==> src/rtl/axi_line_master.sv <==
// AXI4 burst master moving whole cache lines: write-back of a buffered victim
// line and refill into rf_line; a combined request runs the write first.
module axi_line_master #(
    parameter int ADDR_W = 32,
    parameter int DATA_W = 32,
    parameter int BEATS  = 4
) (
    input  logic                    clk,
    input  logic                    rst,
    input  logic                    wb_req,
    input  logic [ADDR_W-1:0]       wb_addr,
    input  logic [BEATS*DATA_W-1:0] wb_line,
    input  logic                    rf_req,
    input  logic [ADDR_W-1:0]       rf_addr,
    output logic [BEATS*DATA_W-1:0] rf_line,
    output logic                    busy,
    output logic                    done,
    output logic                    err,
    output logic                    aw_valid,
    input  logic                    aw_ready,
    output logic [ADDR_W-1:0]       aw_addr,
    output logic [7:0]              aw_len,
    output logic [2:0]              aw_size,
    output logic [1:0]              aw_burst,
    output logic                    w_valid,
    input  logic                    w_ready,
    output logic [DATA_W-1:0]       w_data,
    output logic                    w_last,
    input  logic                    b_valid,
    output logic                    b_ready,
    input  logic [1:0]              b_resp,
    output logic                    ar_valid,
    input  logic                    ar_ready,
    output logic [ADDR_W-1:0]       ar_addr,
    output logic [7:0]              ar_len,
    output logic [2:0]              ar_size,
    output logic [1:0]              ar_burst,
    input  logic                    r_valid,
    output logic                    r_ready,
    input  logic [DATA_W-1:0]       r_data,
    input  logic                    r_last,
    input  logic [1:0]              r_resp
);

    localparam int CNT_W = $clog2(BEATS) + 1;
    localparam int IDX_W = (BEATS > 1) ? $clog2(BEATS) : 1;
    localparam int OFF_W = $clog2(BEATS * DATA_W / 8);
    localparam logic [ADDR_W-1:0] ADDR_MASK = ~((ADDR_W'(1) << OFF_W) - ADDR_W'(1));
    localparam logic [CNT_W-1:0]  LAST = CNT_W'(BEATS - 1);
    localparam logic [CNT_W-1:0]  FULL = CNT_W'(BEATS);

    typedef enum logic [2:0] {
        S_IDLE, S_WR, S_WR_RESP, S_RD_ADDR, S_RD_DATA, S_DONE
    } state_t;

    state_t            state_q;
    logic [CNT_W-1:0]  cnt_q;
    logic              aw_done_q, w_done_q, rf_pend_q, err_q;
    logic              aw_valid_q, w_valid_q, b_ready_q, ar_valid_q, r_ready_q;
    logic [ADDR_W-1:0] aw_addr_q, ar_addr_q;
    logic [DATA_W-1:0] wbuf_q [BEATS];
    logic [DATA_W-1:0] rf_q   [BEATS];
    logic              aw_done_d, w_done_d, err_d;

    assign busy     = (state_q != S_IDLE);
    assign done     = (state_q == S_DONE);
    assign err      = done & err_q;
    assign aw_valid = aw_valid_q;
    assign aw_addr  = aw_addr_q;
    assign aw_len   = 8'(BEATS - 1);
    assign aw_size  = 3'($clog2(DATA_W / 8));
    assign aw_burst = 2'b01;
    assign w_valid  = w_valid_q;
    assign w_data   = wbuf_q[cnt_q[IDX_W-1:0]];
    assign w_last   = w_valid_q & (cnt_q == LAST);
    assign b_ready  = b_ready_q;
    assign ar_valid = ar_valid_q;
    assign ar_addr  = ar_addr_q;
    assign ar_len   = 8'(BEATS - 1);
    assign ar_size  = 3'($clog2(DATA_W / 8));
    assign ar_burst = 2'b01;
    assign r_ready  = r_ready_q;

    for (genvar g = 0; g < BEATS; g++) begin : g_rf_pack
        assign rf_line[g*DATA_W +: DATA_W] = rf_q[g];
    end

    // AW and the last W beat may complete in either order or in the same cycle.
    always_comb begin
        aw_done_d = aw_done_q | (aw_valid_q & aw_ready);
        w_done_d  = w_done_q | (w_valid_q & w_ready & (cnt_q == LAST));
        err_d     = err_q;
        if (b_ready_q && b_valid && (b_resp != 2'b00))
            err_d = 1'b1;
        if (r_ready_q && r_valid && ((r_resp != 2'b00) || (r_last && (cnt_q != LAST))))
            err_d = 1'b1;
    end

    always_ff @(posedge clk or negedge rst) begin
        if (!rst) begin
            state_q    <= S_IDLE;
            cnt_q      <= '0;
            aw_done_q  <= 1'b0;
            w_done_q   <= 1'b0;
            rf_pend_q  <= 1'b0;
            err_q      <= 1'b0;
            aw_valid_q <= 1'b0;
            w_valid_q  <= 1'b0;
            b_ready_q  <= 1'b0;
            ar_valid_q <= 1'b0;
            r_ready_q  <= 1'b0;
            for (int i = 0; i < BEATS; i++) rf_q[i] <= '0;
        end else begin
            case (state_q)
                S_IDLE: begin
                    if (wb_req) begin
                        state_q    <= S_WR;
                        aw_valid_q <= 1'b1;
                        w_valid_q  <= 1'b1;
                        rf_pend_q  <= rf_req;
                    end else if (rf_req) begin
                        state_q    <= S_RD_ADDR;
                        ar_valid_q <= 1'b1;
                        rf_pend_q  <= 1'b0;
                    end
                end
                S_WR: begin
                    aw_done_q <= aw_done_d;
                    w_done_q  <= w_done_d;
                    if (aw_valid_q && aw_ready)
                        aw_valid_q <= 1'b0;
                    if (w_valid_q && w_ready) begin
                        cnt_q <= cnt_q + CNT_W'(1);
                        if (cnt_q == LAST)
                            w_valid_q <= 1'b0;
                    end
                    if (aw_done_d && w_done_d) begin
                        state_q   <= S_WR_RESP;
                        b_ready_q <= 1'b1;
                        cnt_q     <= '0;
                    end
                end
                S_WR_RESP: begin
                    err_q <= err_d;
                    if (b_valid) begin
                        b_ready_q <= 1'b0;
                        if (rf_pend_q) begin
                            state_q    <= S_RD_ADDR;
                            ar_valid_q <= 1'b1;
                        end else begin
                            state_q <= S_DONE;
                        end
                    end
                end
                S_RD_ADDR: begin
                    if (ar_ready) begin
                        state_q    <= S_RD_DATA;
                        ar_valid_q <= 1'b0;
                        r_ready_q  <= 1'b1;
                    end
                end
                S_RD_DATA: begin
                    err_q <= err_d;
                    // Counter saturates at BEATS so surplus beats are dropped.
                    if (r_valid) begin
                        if (cnt_q < FULL) begin
                            rf_q[cnt_q[IDX_W-1:0]] <= r_data;
                            cnt_q <= cnt_q + CNT_W'(1);
                        end
                        if (r_last) begin
                            state_q   <= S_DONE;
                            r_ready_q <= 1'b0;
                        end
                    end
                end
                S_DONE: begin
                    state_q   <= S_IDLE;
                    err_q     <= 1'b0;
                    cnt_q     <= '0;
                    aw_done_q <= 1'b0;
                    w_done_q  <= 1'b0;
                    rf_pend_q <= 1'b0;
                end
                default: state_q <= S_IDLE;
            endcase
        end
    end

    // Request payload is captured only on acceptance, so it stays stable while valid.
    always_ff @(posedge clk) begin
        if (state_q == S_IDLE) begin
            if (wb_req) begin
                aw_addr_q <= wb_addr & ADDR_MASK;
                ar_addr_q <= rf_addr & ADDR_MASK;
                for (int i = 0; i < BEATS; i++) wbuf_q[i] <= wb_line[i*DATA_W +: DATA_W];
            end else if (rf_req) begin
                ar_addr_q <= rf_addr & ADDR_MASK;
            end
        end
    end

endmodule

==> config.mk <==
export PLATFORM = sky130hd
export DESIGN_NAME = axi_line_master
export DESIGN_NICKNAME = d
export VERILOG_FILES = /design/src/rtl/axi_line_master.sv
export SDC_FILE = /design/constraint.sdc
export NUM_CORES = 1
export LEC_CHECK = 0
export ABC_AREA = 1
export BUFFER_PORTS_ARGS = -buffer_cell sky130_fd_sc_hd__buf_2
export CAP_MARGIN = 0
export CORE_AREA = 2 2 194 196
export DETAILED_ROUTE_END_ITERATION = 7
export DIE_AREA = 0 0 196 198
export PLACE_DENSITY = 0.64
export SLEW_MARGIN = 30
export SYNTH_ARGS = -nofsm -noshare
export SYNTH_HDL_FRONTEND = slang
export SYNTH_SLANG_ARGS = --single-unit
==> constraint.sdc <==
create_clock -name clk -period 4 [get_ports clk]
set_input_delay 0 -clock clk [delete_from_list [all_inputs] [get_ports clk]]
set_output_delay 0 -clock clk [all_outputs]
set_load 0.01 [all_outputs]
======== Word-level counts from Yosys, hierarchy flattened ========
Memories as Yosys holds them, arrays and structs flattened.
Cells that the tools add are included.
Widths: inputs -> output; s select.
storage, ports and cells
  logic and storage cells ................. 138
  memories kept ........................... 1
  register bits after elaboration ......... 199
  RAM bits ................................ 128
  input port bits ......................... 238
cells by class
  add/subtract/negate cells ............... 1
  reduce and logical (&&, ||, !) cells .... 36
  muxes and demuxes ....................... 49
  equal/unequal tests ..................... 23
  $lt $le $gt $ge ......................... 3
  bitwise logic cells ..................... 8
memory list
  name    words  bits a word  rd ports  clocked after Yosys merged registers in  write ports  line  source
  wbuf_q  4      32           1         0                                        4            61    logic [DATA_W-1:0] wbuf_q [BEATS];
operator list
  cell                 count
  $bwmux 128           1
  $mux 32              3
  $demux 32 s2         1
  $mux 3               12
  $ne 2x2->1 const B   13
  $mux 1               21
  $reduce_bool 2->1    9
  $pmux 1 s2           8
  $pmux 3 s5           1
  $reduce_and 4->1     3
  $reduce_and 6->1     2
  $eq 3x2->1 const B   3
  $logic_and 1x1->1    9
  $pmux 3 s3           1
  $reduce_and 3->1     3
  $reduce_bool 3->1    3
  $reduce_and 2->1     4
  $eq 3x3->1 const B   2
  $ne 3x3->1 const B   2
  $and 1x1->1          5
  $add 3x1->3 const B  1
  $eq 3x1->1 const B   1
  $ge 3x3->1 const B   1
  $logic_not 3->1      1
  other kinds (9)      10

======== Depth between registers and ports, before layout ========
  depth in word-level cells ............... 6
  gate-level depth with buffers ........... 9

======== Worst setup path before layout ========
OpenSTA, ideal clock, no wires.
  path type ............................... flip-flop to flip-flop
  start point ............................. reg state_q[0]
  end point ............................... reg aw_addr_q[10] (netlist: aw_addr[10]) (enable)
  path buffers ............................ 1
  period minus slack after synthesis ...... 4.526 ns
  cell stages (with the launch flop) ...... 7
  arrival time ............................ 4.017 ns
  slack ................................... -0.526 ns
  cell sequence ........................... dfrtp_1 > buf_4 > nor2_1 > nand2_1 > inv_1 > nand2_1 > inv_1
between the ends
  word-level cells in the longest chain between the ends .. 2
RTL lines
  item                               line  source
  start: declaration                 56    state_t state_q;
  start signal: assignment           101   state_q <= S_IDLE;
  start signal: assignment           117   state_q <= S_WR;
  start signal: assignment           122   state_q <= S_RD_ADDR;
  $logic_not 3->1                    191   if (state_q == S_IDLE) begin
  $reduce_and 2->1 (no source line)  --
  end signal: assignment             193   aw_addr_q <= wb_addr & ADDR_MASK;
  end: declaration                   60    logic [ADDR_W-1:0] aw_addr_q, ar_addr_q;
Every way passes these cells.
A chain may end at the register's enable or synchronous reset.

==> impl_metrics.tcl <==
set metrics [dict create \
    status "finished clean" \
    wirelength_mm 36.01 \
    grt_overflow 0 \
    ys_warn_count 0 \
    crit_slowest_cell "buf_4" \
    endpoint_kind "flip-flop" \
    wl_per_cell_um 16.63 \
    area_delta_synth_final_pct 47.26 \
    first_pass_iters 5 \
    grtUsageMet1_pct 21.04 \
    rows 71 \
    synth_compound_area_share_pct 11.26 \
    cts_tree "built" \
    cp_cell_sequence "nor2_1 > nand2_1 > inv_1 > nand2_1 > clkinvlp_4 > buf_4 > buf_6" \
    rsz0062_at_grt "no" \
    crit-reg2reg-capture "wbuf_q[3][28]$_DFFE_PP_" \
    drive_gt1_share_pct 33.73 \
    setup.worst_path.class "reg2reg" \
    seq_area_um2 9105 \
    core_um2 36960 \
    avgViaCountPerCell 4.625 \
    cts_buffers 35 \
    hpwl_mm 22.19 \
    netlist_area_um2 12540 \
    r2r_setup_slack_ns 0.91 \
    cts_sinks 327 \
    grt_pass1_vias 10240 \
    grt_max_degree 88 \
    maxSlewViolCount 0 \
    tns_ns 0 \
    cpMostUsedCell "nand2_1" \
    insertion_delay_ns 0.55 \
    fin_nets 1909 \
    period_needed_ns 3.094 \
    synth_top_family_by_area "compound AO/OA/AOI/OAI gates" \
    synth_seq_cells 327 \
    reg2reg_depth 7 \
    netlist.area_leader.share_pct 44.05 \
    synth-seq-area-share_pct 72.58 \
    min-delay-start "r_valid" \
    port_buffers 454 \
    final_common_cell "buf_2" \
    min-delay-path-class "in2reg" \
    worst_ir_drop_vdd_uv 446.2 \
    setup_viol 0 \
    yosys.area_share.simple_pct 8.988 \
    syn_avg_cell_area_um2 12.76 \
    p_per_area_nw_per_um2 651.1 \
    die_x_um 196 \
    placed_area_um2 14990 \
    drv_cap 0 \
    grtUsageMet3_pct 5.468 \
    cts.path.max_buffers 3 \
    use_met2_pct 31.17 \
    drt_iter0_drc 489 \
    r2r-start "state_q[0]$_DFFE_PN0P_" \
    crit_end "wbuf_q[3][28]$_DFFE_PP_" \
    grt.busiest_layer "met2" \
    finalPower_mw 12.03 \
    synthAdderAreaFrac_pct 0.4988 \
    synthXorXnorAreaFrac_pct 0 \
    final_cell_area_um2 18470 \
    antenna_found_initial 1 \
    drc_errors 0 \
    slowest_delay_ns 0.68 \
    multiInputGateArea_um2 2730 \
    hold_slack_ns 0.03184 \
    post-route-period-util_pct 77.36 \
    start_kind "flip-flop" \
    synth.area.top_cells "edfxtp_1 (44%), dfrtp_1 (29%), nand2_1 (5.1%), o21ai_1 (3.5%), o21ai_0 (3.2%)" \
    via_count 10010 \
    finalWeightedCongestion 0.8560 \
    fmax_ghz 0.3232 \
    post_cts_buffers 0 \
    dieArea_um2 38810 \
    finalHoldViolations 0 \
    muxShareOfSynthArea_pct 0 \
    yosysTopAreaCell "edfxtp_1" \
    start_util_pct 33.94 \
    path_clk_slew_ns 0.06 \
    synthDistinctLibCells 26 \
    final_cell_mix "buf_2 (453), dlygate4sd3_1 (232), edfxtp_1 (184)" \
    crit_start "state_q[0]$_DFFE_PN0P_" \
    worstMarginPinSlew_ns 0.8961 \
    ios 497 \
    slew_headroom_pct 40.26 \
    ant_nets 0 \
    dieHeight_um 198 \
    grt_pass1_wl_mm 54.70 \
    htree_levels 2 \
    cp_max_fo 87 \
    root_buffer "clkbuf_16" \
    worst_ep_arrival_time_ns 3.25 \
    netlist_instances 983 \
    n_fill_cell 3169 \
    clock_skew_ns 0.02375 \
    grt_use_total_pct 18.05 \
    required_ns 4.16 \
    leakage_nw 8.482 \
]
==> what timing repair did <==
action | CTS | global route
setup endpoints to repair | 0 | 0
gates resized for setup | 0 | 0
endpoints found under the hold margin | 401 | 0
hold buffers | 232 | 0
==> routing by layer <==
layer / share of wire (%) / vias to the layer above
met1: 39 / 4741
met4: 3.4 / 0
met5: 0 / -
met2: 49 / 483
met3: 8.1 / 81
li1: - / 4709
==> registers in the layout, summed over array words and instances, names as in the netlist <==
register / count
rf_pend_q: 1
b_ready: 1
w_done_q: 1
ar_valid: 1
aw_addr: 28
err_q: 1
aw_valid: 1
cnt_q: 3
aw_done_q: 1
w_valid: 1
r_ready: 1
ar_addr: 28
state_q: 3
rf_line: 128
wbuf_q: 128
==> power by group <==
| group | switching (mW) | internal, mW |
|---|---|---|
| sequential | 0.414 | 4.60 |
| clock | 1.35 | 1.92 |
| combinational | 2.32 | 1.42 |
| total | 4.08 | 7.95 |
==> critical path: cells and delay by family, from the launching register on <==
kind                   cells  cell delay [ns]
buffers and inverters      4             1.54
flip-flops                 1             0.50
AND/OR/NAND/NOR            3             0.50
==> synth_stat cells <==
cell / number
a21oi_1: 3
inv_2: 1
buf_2: 6
nand3_4: 4
o211ai_1: 1
conb_1: 2
buf_4: 36
ha_1: 5
nand2_1: 169
buf_1: 1
o22ai_1: 32
o21ai_0: 79
dfrtp_1: 143
buf_6: 23
inv_1: 56
nand2_4: 1
clkbuf_1: 14
nor2_1: 73
nor2_4: 1
o21ai_2: 41
nand3b_1: 2
edfxtp_1: 184
o21ai_1: 87
nor2_8: 1
nand4_1: 1
nand3_1: 17
==> worst min-delay path by stage <==
| stage | endpoint | slack [ns] | cells after the start |
|---|---|---|---|
| floorplan | ar_valid$_DFFE_PN0P_ | -0.30 | 0 |
| global placement | rf_line[80]$_DFFE_PN0P_ | 0.08 | 1 |
| detailed placement | rf_line[112]$_DFFE_PN0P_ | 0.09 | 1 |
| CTS | cnt_q[0]$_DFFE_PN0P_ | 0.0006 | 5 |
| global route | cnt_q[1]$_DFFE_PN0P_ | 0.12 | 5 |
| finish | cnt_q[0]$_DFFE_PN0P_ | 0.03 | 5 |
==> layout make-up <==
cell class	count	area share [%]
Clock inverter	18	1.036
Inverter	57	1.179
Antenna cell	1	0.01355
Clock buffer	43	5.236
Tap cell	474	3.211
Sequential cell	327	49.29
Multi-Input combinational cell	551	14.78
Timing Repair Buffer	694	25.25
==> per-stage QoR <==
step | util, % | setup WS, ns | cells
after floorplan | - | 0.3655 | 1015
after global placement | 40.55 | 0.7945 | 1871
after detailed placement | 40.56 | 1.046 | 1871
after CTS | 49.98 | 1.008 | 2164
after global routing | 49.98 | 0.6954 | 2165
final | 49.98 | 0.9056 | 2165
==> kinds of logic after synthesis <==
kind of cell	count (synthesis)
adders and majority gates	5
DFF	327
buffers and inverters	137
other	2
AOI/OAI and AO/OA	243
and+or+nand+nor	269
(Power assumes the default switching activity.)
